[config.mk]
export PLATFORM = sky130hd
export DESIGN_NAME = mux4_sel_arbiter_flat
export DESIGN_NICKNAME = d
export VERILOG_FILES = /design/src/rtl/mux4_sel_arbiter_if.sv /design/src/rtl/mux4_sel_arbiter.sv /design/src/flat_wrapper.sv
export SDC_FILE = /design/constraint.sdc
export NUM_CORES = 1
export LEC_CHECK = 0
export CAP_MARGIN = 20
export CORE_MARGIN = 1
export CORE_UTILIZATION = 52
export DETAILED_ROUTE_END_ITERATION = 10
export PLACE_DENSITY_LB_ADDON = 0.08
export SLEW_MARGIN = 20
export SYNTH_ARGS = -nofsm -noshare
export SYNTH_HDL_FRONTEND = slang
export SYNTH_SLANG_ARGS = --single-unit
[constraint.sdc]
create_clock -name clk -period 3.7 [get_ports clk]
set_clock_uncertainty 0.2 [all_clocks]
set_input_delay 0.37 -clock clk [delete_from_list [all_inputs] [get_ports clk]]
set_output_delay 0.37 -clock clk [all_outputs]
set_load 0.02 [all_outputs]
[src/rtl/mux4_sel_arbiter_if.sv]
// ----------------------------------------------------------------------------
// mux4_sel_arbiter_if
//   Bundle of request/select signals between four mux sources and the
//   round-robin select arbiter.
//
//   Signals
//     req    [3:0]  request per mux input (req[i] asks for sel==i)
//     sel    [1:0]  registered select for the downstream mux4
//     grant  [3:0]  registered one-hot grant, 0 when nothing is granted
//     busy          1 while a grant is active
//     done          one-cycle pulse in the cycle after a grant ends
//     lock          extends the current grant (only with ARB_LOCK_EN)
//
//   Modports
//     master  source side: drives req (and lock), observes the arbiter
//     slave   arbiter side: observes req (and lock), drives the outputs
//
//   Build option: define ARB_LOCK_EN to add the lock signal.
// ----------------------------------------------------------------------------
interface mux4_sel_arbiter_if;
  logic [3:0] req;
  logic [1:0] sel;
  logic [3:0] grant;
  logic       busy;
  logic       done;
`ifdef ARB_LOCK_EN
  logic       lock;

  modport master (output req, lock, input  sel, grant, busy, done);
  modport slave  (input  req, lock, output sel, grant, busy, done);
`else
  modport master (output req,       input  sel, grant, busy, done);
  modport slave  (input  req,       output sel, grant, busy, done);
`endif
endinterface : mux4_sel_arbiter_if

[src/rtl/mux4_sel_arbiter.sv]
// ----------------------------------------------------------------------------
// mux4_sel_arbiter
//   Round-robin arbiter producing the select of a 4:1 data mux. The winning
//   request index drives sel; grant/busy tell sources when their data is
//   routed. A grant is held at most DWELL cycles and is always followed by
//   exactly one RELEASE cycle (done=1) before the next arbitration.
//
//   Parameters
//     DWELL     max cycles a grant is held, 1..255
//     PARK_SEL  sel value driven while idle and after reset
//
//   Ports
//     clk   in   rising-edge clock
//     rst   in   synchronous, active-high reset
//     bus   slave modport of mux4_sel_arbiter_if (req/lock in; sel, grant,
//           busy, done out - all outputs registered)
//
//   Build option: ARB_LOCK_EN adds bus.lock. While lock=1 and the owner
//   still requests, DWELL expiry is ignored (cnt parks at 0).
// ----------------------------------------------------------------------------
module mux4_sel_arbiter #(
  parameter int unsigned DWELL    = 4,
  parameter logic [1:0]  PARK_SEL = 2'd0
) (
  input  logic              clk,
  input  logic              rst,
  mux4_sel_arbiter_if.slave bus
);

  localparam int CNT_W = $clog2(DWELL + 1);

  typedef enum logic [1:0] {
    IDLE    = 2'd0,
    GRANT   = 2'd1,
    RELEASE = 2'd2
  } state_t;

  state_t             state, state_nxt;
  logic [1:0]         ptr, ptr_nxt;
  logic [CNT_W-1:0]   cnt, cnt_nxt;
  logic [1:0]         sel_q, sel_nxt;
  logic [3:0]         grant_q, grant_nxt;
  logic               busy_q, busy_nxt;
  logic               done_q, done_nxt;

  logic [1:0]         win;
  logic [1:0]         idx;
  logic               found;
  logic               hold;
  logic               end_grant;

  // Rotating priority scan starting at ptr; only meaningful when req!=0.
  always_comb begin
    // NOTE: every combinational output gets a default first so no path
    // leaves it unassigned, which would otherwise infer a latch.
    win   = ptr;
    idx   = ptr;
    found = 1'b0;
    for (int i = 0; i < 4; i++) begin
      idx = ptr + 2'(i);
      if (!found && bus.req[idx]) begin
        win   = idx;
        found = 1'b1;
      end
    end
  end

`ifdef ARB_LOCK_EN
  // Lock only matters while the owner keeps requesting.
  assign hold = bus.lock;
`else
  assign hold = 1'b0;
`endif

  // During GRANT, sel_q is the current owner's index.
  assign end_grant = !bus.req[sel_q] || ((cnt == '0) && !hold);

  always_comb begin
    state_nxt = state;
    ptr_nxt   = ptr;
    cnt_nxt   = cnt;
    sel_nxt   = sel_q;
    grant_nxt = grant_q;
    busy_nxt  = busy_q;
    done_nxt  = 1'b0;

    case (state)
      IDLE, RELEASE: begin
        if (bus.req != 4'b0000) begin
          state_nxt = GRANT;
          grant_nxt = 4'b0001 << win;
          sel_nxt   = win;
          busy_nxt  = 1'b1;
          cnt_nxt   = CNT_W'(DWELL - 1);
        end else begin
          state_nxt = IDLE;
          grant_nxt = 4'b0000;
          sel_nxt   = PARK_SEL;
          busy_nxt  = 1'b0;
        end
      end

      GRANT: begin
        if (end_grant) begin
          state_nxt = RELEASE;
          ptr_nxt   = sel_q + 2'd1;
          grant_nxt = 4'b0000;
          busy_nxt  = 1'b0;
          done_nxt  = 1'b1;
        end else if (cnt != '0) begin
          // cnt parks at 0 when a locked grant outlives DWELL.
          cnt_nxt = cnt - 1'b1;
        end
      end

      default: begin
        state_nxt = IDLE;
        grant_nxt = 4'b0000;
        sel_nxt   = PARK_SEL;
        busy_nxt  = 1'b0;
      end
    endcase
  end

  always_ff @(posedge clk) begin
    // NOTE: sequential state uses non-blocking assignments so every register
    // samples the pre-edge values regardless of statement order.
    if (rst) begin
      state   <= IDLE;
      ptr     <= 2'd0;
      cnt     <= '0;
      sel_q   <= PARK_SEL;
      grant_q <= 4'b0000;
      busy_q  <= 1'b0;
      done_q  <= 1'b0;
    end else begin
      state   <= state_nxt;
      ptr     <= ptr_nxt;
      cnt     <= cnt_nxt;
      sel_q   <= sel_nxt;
      grant_q <= grant_nxt;
      busy_q  <= busy_nxt;
      done_q  <= done_nxt;
    end
  end

  assign bus.sel   = sel_q;
  assign bus.grant = grant_q;
  assign bus.busy  = busy_q;
  assign bus.done  = done_q;

endmodule : mux4_sel_arbiter
[src/flat_wrapper.sv]
// flat-port wrapper written by rule: the top's interface ports become plain ports
module mux4_sel_arbiter_flat 
#(
  parameter int unsigned DWELL    = 4,
  parameter logic [1:0]  PARK_SEL = 2'd0
)
  (clk, rst, bus_req, bus_sel, bus_grant, bus_busy, bus_done);
  mux4_sel_arbiter_if bus_i ();
  input  logic clk;
  input  logic rst;
  input wire logic [$bits(bus_i.req)-1:0] bus_req;
  output wire logic [$bits(bus_i.sel)-1:0] bus_sel;
  output wire logic [$bits(bus_i.grant)-1:0] bus_grant;
  output wire logic [$bits(bus_i.busy)-1:0] bus_busy;
  output wire logic [$bits(bus_i.done)-1:0] bus_done;
  assign bus_i.req = bus_req;
  assign bus_sel = bus_i.sel;
  assign bus_grant = bus_i.grant;
  assign bus_busy = bus_i.busy;
  assign bus_done = bus_i.done;
  mux4_sel_arbiter #(.DWELL(DWELL), .PARK_SEL(PARK_SEL)) u_core (.clk(clk), .rst(rst), .bus(bus_i));
endmodule
==> results of run 1 <==
[placed cells by master, fill, tap and decap left out, drive strengths merged, types with 2 or more instances in the layout]
cell	Yosys	layout
a21oi	5	5
nor3	3	3
ha	2	2
clkbuf	0	4
and2b	3	3
a211oi	2	2
nand3b	2	2
nor2b	4	4
nand2	7	7
inv	3	3
clkdlybuf4s50	0	13
nor2	8	8
dfxtp	15	15
o21ai	5	5
[critical path: stages]
cell,delay [ps]
sky130_fd_sc_hd__clkdlybuf4s50_1,520
sky130_fd_sc_hd__and2b_1,270
sky130_fd_sc_hd__a21oi_1,50
sky130_fd_sc_hd__o211a_1,260
sky130_fd_sc_hd__or4_1,470
sky130_fd_sc_hd__a21oi_1,150
[cell families after synthesis]
kind of cell | synth area share (%)
AOI/OAI and AO/OA | 17.91
xor gates and xnor gates | 2.483
adders and majority gates | 3.546
muxes | 4.610
and+or+nand+nor | 24.47
DFF | 42.55
buffers and inverters | 4.433
[synth_stat cells, types with 2 or more instances]
library cell               instances  area, µm²
sky130_fd_sc_hd__o21ai_0           4      20.02
sky130_fd_sc_hd__and2b_1           2      15.01
sky130_fd_sc_hd__inv_1             3      11.26
sky130_fd_sc_hd__a21oi_1           5      25.02
sky130_fd_sc_hd__nor2b_1           4      25.02
sky130_fd_sc_hd__nor2_1            8      30.03
sky130_fd_sc_hd__dfxtp_1          15      300.3
sky130_fd_sc_hd__nand2_1           7      26.28
sky130_fd_sc_hd__a211oi_1          2      15.01
sky130_fd_sc_hd__nor3_1            3      15.01
sky130_fd_sc_hd__nand3b_1          2      15.01
sky130_fd_sc_hd__ha_1              2      25.02
[sequential cells by signal (all words and copies together) (netlist names)]
signal	flops
u_core.bus.sel	2
u_core.bus.grant	4
u_core.cnt	3
u_core.bus.busy	1
u_core.bus.done	1
u_core.ptr	2
u_core.state	2
[area by class of cell]
class / instances / area (µm²)
Clock buffer: 4 / 26.28
Sequential cell: 15 / 300.3
Tap cell: 14 / 17.52
Timing Repair Buffer: 13 / 130.1
Multi-Input combinational cell: 57 / 374.1
Fill cell: 96 / 326.6
Inverter: 3 / 11.26
[worst max path at each step]
stage	to	slack [ps]	cells past startpoint
after detailed placement	u_core.bus.grant[0]$_SDFFE_PP0P_	1340	6
after global routing	u_core.bus.grant[0]$_SDFFE_PP0P_	1580	6
after CTS	u_core.bus.grant[0]$_SDFFE_PP0P_	1670	6
final	u_core.bus.grant[0]$_SDFFE_PP0P_	1620	6
after global placement	u_core.bus.grant[0]$_SDFFE_PP0P_	1420	6
after floorplan	u_core.cnt[1]$_SDFFE_PP0P_	1770	5
[power by group]
part	internal, mW	switching [mW]	leakage [nW]	total [mW]
sequential	0.176	0.0108	0.124	0.187
clock	0.0419	0.0492	0.0150	0.0912
combinational	0.0450	0.0483	0.187	0.0933
[per-layer routing]
metal  GRT usage [%]  vias to the layer above
met3           10.40                        2
li1                -                      306
met5               0                        -
met4           10.34                        0
met1           24.56                      279
met2           33.75                       20
==> impl_summary.txt, run 1 <==
----------------------------------------------------
[Synthesis]
  Mapped cell area ... 705.7 µm²
  Unique masters post-synth ... 32
  Synthesized area divided by synthesized cell count ... 9.165 µm²
  Portion of the post-synthesis area used by sequential elements ... 42.55%
  Number of enable-type register cells in the synthesized netlist ... 0
  Gate count of the mapped netlist ... 77
  Async set or reset register ratio after synthesis ... 0%
  Number of storage elements in the synthesis netlist ... 15
  Synthesized Nets ... 85
  Most used DFF post-synth ... sky130_fd_sc_hd__dfxtp_1
  Ys Warns ... 0

[Route]
  Remaining design rule violation count ... 0
  WL final ... 1.330 mm
  Number of nets still failing antenna checks after routing ... 0
  Vias/cell ... 5.726
  Via count ... 607
  WL met3 ... 80 µm
  Wire per inst ... 12.55 µm
  Total iterations of the first detailed-routing run ... 4
  Count of routing violations after the opening detailed-route iteration ... 12
  Met2 wirelength from detailed routing ... 655 µm
  Uppermost layer routed ... met4
  Detailed-routing wirelength on met1 ... 586 µm

[STA]
  Worst Tran Pin Value ... 566.0 ps
  Headroom to the max-slew limit ... 62.12%
  Final worst slack ... 1622 ps
  Setup repair after global routing missed its margin ... no
  Minimum clock period after layout ... 2078 ps
  Setup-violating endpoint count in the final report ... 0
  Setup TNS Final ... 0 ps
  Hold slack ... 263.6 ps
  Max-slew violation total from the final report ... 0
  Final critical-path share of the clock period ... 56.17%
  Max Clock Freq ... 481.2 MHz
  Final hold vios ... 0

[Worst setup path]
  Critical path required time ... 3710 ps
  Worst setup path startpoint ... bus_req[3]
  Setup Crit Path Kind ... input port to flop
  Startpoint types ... input port
  Worst Path Max Fanout ... 8
  Reg-to-reg critical path endpoint ... u_core.cnt[2]$_SDFFE_PP0P_
  Arrival time at the worst endpoint ... 2090 ps
  Register-to-register setup slack ... 1830 ps
  Reg-to-reg critical path startpoint ... u_core.bus.sel[0]$_SDFFE_PP0N_
  Number of cells traversed by the worst register-to-register path ... 5
  CP Capture Type ... flop

[Floorplan]
  Die Area ... 1509 µm²
  Core area ... 1186 µm²
  Count of boundary I/O pins ... 14
  Chip Height ... 38.84 µm
  Std cell rows ... 12
  Initial Util ... 59.49%
  Width of the die ... 38.84 µm

[Global route]
  Via count of the first global-routing pass ... 500
  Total overflow reported by the global router ... 0
  Initial antenna violation count ... 0
  Gr usage total ... 21.69%
  Wire length of the first global-routing pass ... 2.090 mm
  Pin count of the biggest net entering global routing ... 17

[Hold path]
  Class of the tightest hold or removal check ... flop to flop
  Endpoint of the worst hold-timing path ... u_core.bus.grant[1]$_SDFFE_PP0P_
  Hold path start ... u_core.bus.grant[1]$_SDFFE_PP0P_
  Cells on Worst Hold Path ... 2

[Placed design]
  HPWL after detailed placement ... 939.7 µm
  Placement Cell Area ... 833.3 µm²
  Global placement routability congestion ... 0.9358
  Placed cell count ... 102
  Count of buffers inserted at the top-level ports ... 13
  Setup Slack @ Placement ... 1345 ps

[Clock network]
  Clock Root Buffer ... sky130_fd_sc_hd__clkbuf_4
  Worst skew pair latency ... 280 ps
  Total number of H-tree levels ... 1
  Count of hold buffers inserted by post-cts repair ... 0
  Clock tree from TritonCTS ... done
  Clock slew at reported path FFs ... 80 ps
  Post-CTS Setup Repair Bufs ... 0
  CTS max path bufs ... 2
  TritonCTS Buffers ... 3
  Number of sinks on the clock net ... 15
  Post-cts sizing count ... 0

[Run status]
  Outcome ... complete, no violations

[Power and ir drop]
  Largest vdd supply drop ... 0.3005 mV
  Static leakage power ... 0.3255 nW
  Overall power consumption ... 0.3714 mW
  Power per cell area ... 432.0 nW/µm²

[Layout]
  Area added between synthesis and finish ... 21.81%
  Finished Layout Cells ... 106
  Fraction of layout cells with a size suffix above 1 ... 7.609%
  Area of all placed cells without fillers ... 859.6 µm²
  Antenna cells ... 0
  Count of nets after finishing ... 101
  Post-Route Utilization ... 72.47%

[Flow run]
  Reported max-cap violation count ... 0

----------------------------------------------------
Power figures use the tool's default switching activity.
==> run 2, diff against run 1 <==
--- a/config.mk
+++ b/config.mk
@@ -7,7 +7,7 @@
 export LEC_CHECK = 0
 export CAP_MARGIN = 20
 export CORE_MARGIN = 1
-export CORE_UTILIZATION = 52
+export CORE_UTILIZATION = 44
 export DETAILED_ROUTE_END_ITERATION = 10
 export PLACE_DENSITY_LB_ADDON = 0.08
 export SLEW_MARGIN = 20
==> constraint.sdc (replaced) <==
create_clock -name clk -period 1.72 [get_ports clk]
set_clock_uncertainty 0.2 [all_clocks]
set_input_delay 0.172 -clock clk [delete_from_list [all_inputs] [get_ports clk]]
set_output_delay 0.172 -clock clk [all_outputs]
set_load 0.02 [all_outputs]
==> impl_summary.txt, run 2 (synthesis results as in run 1) <==
----------------------------------------------------
[Run status]
  Outcome ... complete, but fails checks
  Violated checks ... setup timing

[Power and ir drop]
  Overall power consumption ... 0.8504 mW (+130%)
  Power per cell area ... 882.7 nW/µm² (+100%)
  Static leakage power ... 0.4054 nW (+25%)
  Largest vdd supply drop ... 0.5049 mV (+68%)

[Clock network]
  Post-CTS Setup Repair Bufs ... 0 (unchanged)
  Clock slew at reported path FFs ... 90 ps (about the same)
  Clock Root Buffer ... sky130_fd_sc_hd__clkbuf_4
  Worst skew pair latency ... 280 ps (about the same)
  Number of sinks on the clock net ... 15 (unchanged)
  Total number of H-tree levels ... 1 (unchanged)
  TritonCTS Buffers ... 3 (unchanged)
  CTS max path bufs ... 2 (unchanged)
  Clock tree from TritonCTS ... done

[Floorplan]
  Initial Util ... 46.84% (-13 points)
  Core area ... 1506 µm² (+27%)
  Die Area ... 1768 µm² (+17%)
  Std cell rows ... 14 (+2)
  Width of the die ... 42.05 µm (+8.3%)
  Chip Height ... 42.05 µm (+8.3%)
  Count of boundary I/O pins ... 14 (unchanged)

[Layout]
  Area added between synthesis and finish ... 36.52%
  Largest register FFs ... 4 (unchanged)
  Area of all placed cells without fillers ... 963.4 µm² (+12%)
  Count of nets after finishing ... 112 (+11%)
  Leading cell type in the layout, fill and taps excluded ... sky130_fd_sc_hd__dfxtp_1
  Leading cell types in the layout, fill and taps excluded ... 12 x sky130_fd_sc_hd__dfxtp_1, 10 x sky130_fd_sc_hd__buf_4, 8 x sky130_fd_sc_hd__nor2_1, 7 x sky130_fd_sc_hd__clkdlybuf4s50_1
  Fraction of layout cells with a size suffix above 1 ... 24.27% (+17 points)
  Antenna cells ... 0 (unchanged)
  Post-Route Utilization ... 63.95% (-8.5 points)

[Placed design]
  Placement Cell Area ... 924.6 µm² (+11%)
  HPWL after detailed placement ... 1.087 mm (+16%)
  Count of buffers inserted at the top-level ports ... 13 (unchanged)
  Global placement routability congestion ... 0.8177 (-13%)

[STA]
  Setup-violating endpoint count in the final report ... 1 (+1)
  Max Clock Freq ... 574.8 MHz
  Final critical-path share of the clock period ... 101.2%
  Final hold vios ... 0 (unchanged)
  Final worst slack ... -19.88 ps (-1642 ps)
  Worst Tran Pin Value ... 686.4 ps (+120.3 ps)
  Max-slew violation total from the final report ... 0 (unchanged)
  Setup repair after global routing missed its margin ... yes
  Minimum clock period after layout ... 1740 ps
  Headroom to the max-slew limit ... 54.07% (-8.1 points)

[Worst setup path]
  Critical path required time ... 1710 ps (-2000 ps)
  Register-to-register setup slack ... -20 ps (-1850 ps)
  Startpoint types ... flop
  Setup Crit Path Kind ... flop to flop
  Arrival time at the worst endpoint ... 1730 ps (-360 ps)
  Worst Path Max Fanout ... 5 (-3)
  CP Capture Type ... flop

[Global route]
  Wire length of the first global-routing pass ... 2.580 mm (+23%)
  Total overflow reported by the global router ... 0 (unchanged)
  Gr usage total ... 19.58% (-2.1 points)
  Pin count of the biggest net entering global routing ... 12 (-5)
  Initial antenna violation count ... 0 (unchanged)
  Via count of the first global-routing pass ... 584 (+17%)

[Hold path]
  Class of the tightest hold or removal check ... flop to flop

[Route]
  Vias/cell ... 5.370 (-6.2%)
  Wire per inst ... 12.93 µm (+3.1%)
  Number of nets still failing antenna checks after routing ... 0 (unchanged)
  WL final ... 1.539 mm (+16%)
  Count of routing violations after the opening detailed-route iteration ... 22 (+10)
  Via count ... 639 (+5.3%)
  Total iterations of the first detailed-routing run ... 4 (unchanged)
  Remaining design rule violation count ... 0 (unchanged)

[Flow run]
  Reported max-cap violation count ... 0 (unchanged)

----------------------------------------------------
## run 2: cell count changes in the layout (fill, tap and decap cells not counted), moves of 2 or more
cell                              change
sky130_fd_sc_hd__nor3_1               -2
sky130_fd_sc_hd__dfxtp_1              -3
sky130_fd_sc_hd__dfxtp_2              +2
sky130_fd_sc_hd__buf_4               +10
sky130_fd_sc_hd__nor3_2               +2
sky130_fd_sc_hd__dlygate4sd2_1        +6
sky130_fd_sc_hd__clkdlybuf4s50_1      -6
## run 2: cell type report
| type | count | area (µm²) |
|---|---|---|
| timing repair buffer | 23 | 197.7 |
| inverter | 3 | 11.26 |
| multi-input combinational | 58 | 401.6 |
| fill | 136 | 543.0 |
| tap | 16 | 20.02 |
| sequential | 15 | 306.5 |
| clock buffer | 4 | 26.28 |
## run 2: critical path, cell delays in order, from the launching register on
cell	delay (ps)
sky130_fd_sc_hd__dfxtp_4	360
sky130_fd_sc_hd__mux4_2	540
sky130_fd_sc_hd__and3_2	270
sky130_fd_sc_hd__a311oi_1	290
## run 2: layer usage
layer	vias up	global-route usage [%]	share of wire, %
met5	-	0	0
met4	0	9.375	2.0
met3	5	5.172	6.8
met2	28	29.38	44
met1	278	26.23	47
li1	328	-	-
## run 2: final timing paths
| check | startpoint | to | cells past startpoint |
|---|---|---|---|
| setup / recovery | u_core.bus.sel[0]$_SDFFE_PP0N_ | u_core.cnt[1]$_SDFFE_PP0P_ | 3 |
| hold / removal | u_core.cnt[0]$_SDFFE_PP0P_ | u_core.cnt[0]$_SDFFE_PP0P_ | 1 |
| setup reg to reg | u_core.bus.sel[0]$_SDFFE_PP0N_ | u_core.cnt[1]$_SDFFE_PP0P_ | 3 |
| hold reg to reg | u_core.cnt[0]$_SDFFE_PP0P_ | u_core.cnt[0]$_SDFFE_PP0P_ | 1 |
## run 2: repair_timing
| action | 4_1_cts | 5_1_grt |
|---|---|---|
| pin swaps | 1 | 2 |
| gates resized for setup | 7 | 4 |
| hold buffers | 0 | 0 |
| endpoints found under the setup margin | 7 | 8 |
| gates cloned | 0 | 1 |
## run 2: per-stage QoR
stage	setup slack [ps]	cells	hold WS (ps)	setup TNS, ps
2_1_floorplan	-21.43	77	43.61	-54.51
3_3_place_gp	-365.2	114	242.9	-3876
3_5_place_dp	-386.3	114	248.8	-4247
4_1_cts	-1.942	118	267.8	-3.540
5_1_grt	-97.70	119	292.1	-391.2
6_report	-19.88	119	252.0	-19.88
## run 2: where the power goes
group	internal [mW]	total, mW	switching [mW]
clock	0.0900	0.203	0.113
sequential	0.380	0.400	0.0197
combinational	0.123	0.247	0.124
total	0.594	0.850	0.257
==> run 3, diff against run 2 <==
--- a/config.mk
+++ b/config.mk
@@ -7,8 +7,9 @@
 export LEC_CHECK = 0
 export CAP_MARGIN = 20
 export CORE_MARGIN = 1
-export CORE_UTILIZATION = 44
+export CORE_UTILIZATION = 48
 export DETAILED_ROUTE_END_ITERATION = 10
+export GPL_TIMING_DRIVEN = 0
 export PLACE_DENSITY_LB_ADDON = 0.08
 export SLEW_MARGIN = 20
 export SYNTH_ARGS = -nofsm -noshare
==> constraint.sdc (replaced) <==
create_clock -name clk -period 2 [get_ports clk]
set_clock_uncertainty 0.2 [all_clocks]
set_input_delay 0.2 -clock clk [delete_from_list [all_inputs] [get_ports clk]]
set_output_delay 0.2 -clock clk [all_outputs]
set_load 0.02 [all_outputs]
==> impl_summary.txt, run 3 (synthesis results as in run 1) <==
----------------------------------------------------
[Route]
  Count of routing violations after the opening detailed-route iteration ... 15 (-32%)
  WL final ... 1.347 mm (-12%)
  Number of nets still failing antenna checks after routing ... 0 (unchanged)
  Via count ... 580 (-9.2%)
  Total iterations of the first detailed-routing run ... 4 (unchanged)
  Remaining design rule violation count ... 0 (unchanged)
  Vias/cell ... 5.321 (-0.91%)
  Wire per inst ... 12.36 µm (-4.4%)

[Hold path]
  Class of the tightest hold or removal check ... flop to flop

[Worst setup path]
  CP Capture Type ... flop
  Worst path max stage delay ... 570 ps (+30 ps)
  Arrival time at the worst endpoint ... 1880 ps (+150 ps)
  Cell type group with the largest total delay on the critical path ... simple AND/OR/NAND/NOR gates
  Crit path cell chain ... clkdlybuf4s50_1, and2b_1, a21oi_1, o211a_1, or4_1, a21oi_1
  Cell with the largest stage delay on the worst path ... sky130_fd_sc_hd__clkdlybuf4s50_1
  Setup Crit Path Kind ... input port to flop
  Critical path required time ... 2010 ps (+300 ps)
  Most frequent CP cell ... sky130_fd_sc_hd__a21oi_1
  Startpoint types ... input port
  Total buffers and inverters traversed by the critical path ... 1 (+1)
  Worst Path Max Fanout ... 6 (+1)

[Layout]
  Leading cell types in the layout, fill and taps excluded ... 14 x sky130_fd_sc_hd__dfxtp_1, 12 x sky130_fd_sc_hd__clkdlybuf4s50_1, 8 x sky130_fd_sc_hd__nor2_1, 7 x sky130_fd_sc_hd__nand2_1, 5 x sky130_fd_sc_hd__a21oi_1
  Antenna cells ... 0 (unchanged)
  Count of nets after finishing ... 103 (-8.0%)
  Largest register FFs ... 4 (unchanged)
  Area added between synthesis and finish ... 25.35%
  Leading cell type in the layout, fill and taps excluded ... sky130_fd_sc_hd__dfxtp_1
  Fraction of layout cells with a size suffix above 1 ... 9.574% (-15 points)
  Post-Route Utilization ... 66.32% (+2.4 points)
  Number of filler instances in the final layout ... 118 (-13%)

[Global route]
  Pin count of the biggest net entering global routing ... 11 (-1)
  Wire length of the first global-routing pass ... 2.076 mm (-20%)
  Initial antenna violation count ... 0 (unchanged)
  Gr usage total ... 20.07% (+0.48 points)
  Via count of the first global-routing pass ... 488 (-16%)
  Total overflow reported by the global router ... 0 (unchanged)

[Clock network]
  Clock tree from TritonCTS ... done
  Number of sinks on the clock net ... 15 (unchanged)
  TritonCTS Buffers ... 3 (unchanged)
  Total number of H-tree levels ... 1 (unchanged)
  Clock slew at reported path FFs ... 80 ps (about the same)
  Post-CTS Setup Repair Bufs ... 0 (unchanged)
  Worst skew pair latency ... 280 ps (about the same)
  CTS max path bufs ... 2 (unchanged)
  Clock Root Buffer ... sky130_fd_sc_hd__clkbuf_4

[STA]
  Worst Tran Pin Value ... 559.0 ps (-127.4 ps)
  Minimum clock period after layout ... 1875 ps
  Final critical-path share of the clock period ... 93.75%
  Setup-violating endpoint count in the final report ... 0 (-1)
  Final hold vios ... 0 (unchanged)
  Hold slack ... 259.4 ps (+7.467 ps)
  Max-slew violation total from the final report ... 0 (unchanged)
  Max Clock Freq ... 533.3 MHz
  Headroom to the max-slew limit ... 62.60% (+8.5 points)
  Setup repair after global routing missed its margin ... no

[Power and ir drop]
  Clock group share of total power ... 24.0% (about the same)
  Static leakage power ... 0.3470 nW (-14%)
  Net load switching power ... 0.1986 mW (-23%)
  Internal ... 0.4906 mW (-17%)
  Fraction of power consumed by combinational cells ... 25.8% (-3.3 points)
  Largest vdd supply drop ... 0.4586 mV (-9.2%)
  Fraction of power spent switching nets ... 28.81% (-1.4 points)
  Proportion of power drawn by flip-flops and latches ... 50.2% (+3.2 points)
  Power per cell area ... 779.1 nW/µm² (-12%)

[Floorplan]
  Width of the die ... 40.34 µm (-4.1%)
  Die Area ... 1627 µm² (-7.9%)
  Std cell rows ... 13 (-1)
  Initial Util ... 52.91% (+6.1 points)
  Core area ... 1334 µm² (-11%)
  Count of boundary I/O pins ... 14 (unchanged)
  Chip Height ... 40.34 µm (-4.1%)

[Placed design]
  Count of buffers inserted at the top-level ports ... 13 (unchanged)
  HPWL after detailed placement ... 978.4 µm (-10%)
  Global placement routability congestion ... 0.9087 (+11%)

[Run status]
  Outcome ... complete, no violations

[Flow run]
  Reported max-cap violation count ... 0 (unchanged)

----------------------------------------------------
-- run 3: cell types whose count changed in the layout (fill, tap and decap cells not counted), moves of 2 or more --
cell / before / now
sky130_fd_sc_hd__buf_4: 10 / 0
sky130_fd_sc_hd__clkdlybuf4s50_1: 7 / 12
sky130_fd_sc_hd__nor3_1: 1 / 3
sky130_fd_sc_hd__dfxtp_1: 12 / 14
sky130_fd_sc_hd__dlygate4sd2_1: 6 / 0
sky130_fd_sc_hd__nor3_2: 2 / 0
-- run 3: final timing paths --
| kind | start | endpoint | slack, ps | cells past startpoint |
|---|---|---|---|---|
| worst max-delay path | bus_req[0] | u_core.bus.grant[0]$_SDFFE_PP0P_ | 120 | 6 |
| worst max register to register | u_core.bus.sel[0]$_SDFFE_PP0N_ | u_core.cnt[1]$_SDFFE_PP0P_ | 180 | 5 |
| worst min register to register | u_core.bus.grant[1]$_SDFFE_PP0P_ | u_core.bus.grant[1]$_SDFFE_PP0P_ | 260 | 2 |
| worst min-delay path | u_core.bus.grant[1]$_SDFFE_PP0P_ | u_core.bus.grant[1]$_SDFFE_PP0P_ | 260 | 2 |
-- run 3: worst reg2reg max path: stages (launching register included) --
cell and delay (ps):
sky130_fd_sc_hd__dfxtp_2 390, sky130_fd_sc_hd__mux4_2 540, sky130_fd_sc_hd__and3_4 200, sky130_fd_sc_hd__buf_6 130, sky130_fd_sc_hd__nor3_1 180, sky130_fd_sc_hd__a311oi_1 70
-- run 3: area by class of cell --
cell class / instances / area, µm² / share of cell area (%)
flip-flops and latches: 15 / 301.5 / 34.09
clock buffers: 4 / 26.28 / 2.970
inverters: 3 / 11.26 / 1.273
repair buffers: 13 / 132.6 / 14.99
multi-input cells: 57 / 374.1 / 42.29
plain buffers: 2 / 20.02 / 2.263
well taps: 15 / 18.77 / 2.122
-- run 3: layer usage --
metal  GRT usage [%]  share of wire [%]
met5               0                  0
met4           5.000               0.45
met3           10.00                4.7
met2           32.54                 49
met1           23.37                 46
-- run 3: what timing repair did --
| item | CTS | global route |
|---|---|---|
| hold endpoints to repair | 0 | 0 |
| hold buffers | 0 | 0 |
| setup endpoints to repair | 0 | 1 |
| resized for setup | 0 | 2 |
-- run 3: power groups by stage --
stage	Sequential, mW	Combinational [mW]	Clock [mW]
floorplan	0.366	0.0996	0
global placement	0.351	0.176	0
detailed placement	0.352	0.178	0
CTS	0.345	0.179	0.176
global route	0.350	0.197	0.189
finish	0.346	0.178	0.165
-- run 3: metrics by stage --
stage | instance area (µm²) | setup TNS [ps] | cells | worst slack (ps) | power, mW
CTS | 880.8 | 0 | 109 | 103.7 | 0.7000
finish | 884.6 | 0 | 109 | 124.9 | 0.6892
floorplan | 705.7 | 0 | 77 | 65.49 | 0.4654
global route | 884.6 | 0 | 109 | 47.97 | 0.7364
global placement | 854.6 | -824.3 | 105 | -150.3 | 0.5269
detailed placement | 854.6 | -1094 | 105 | -211.0 | 0.5304
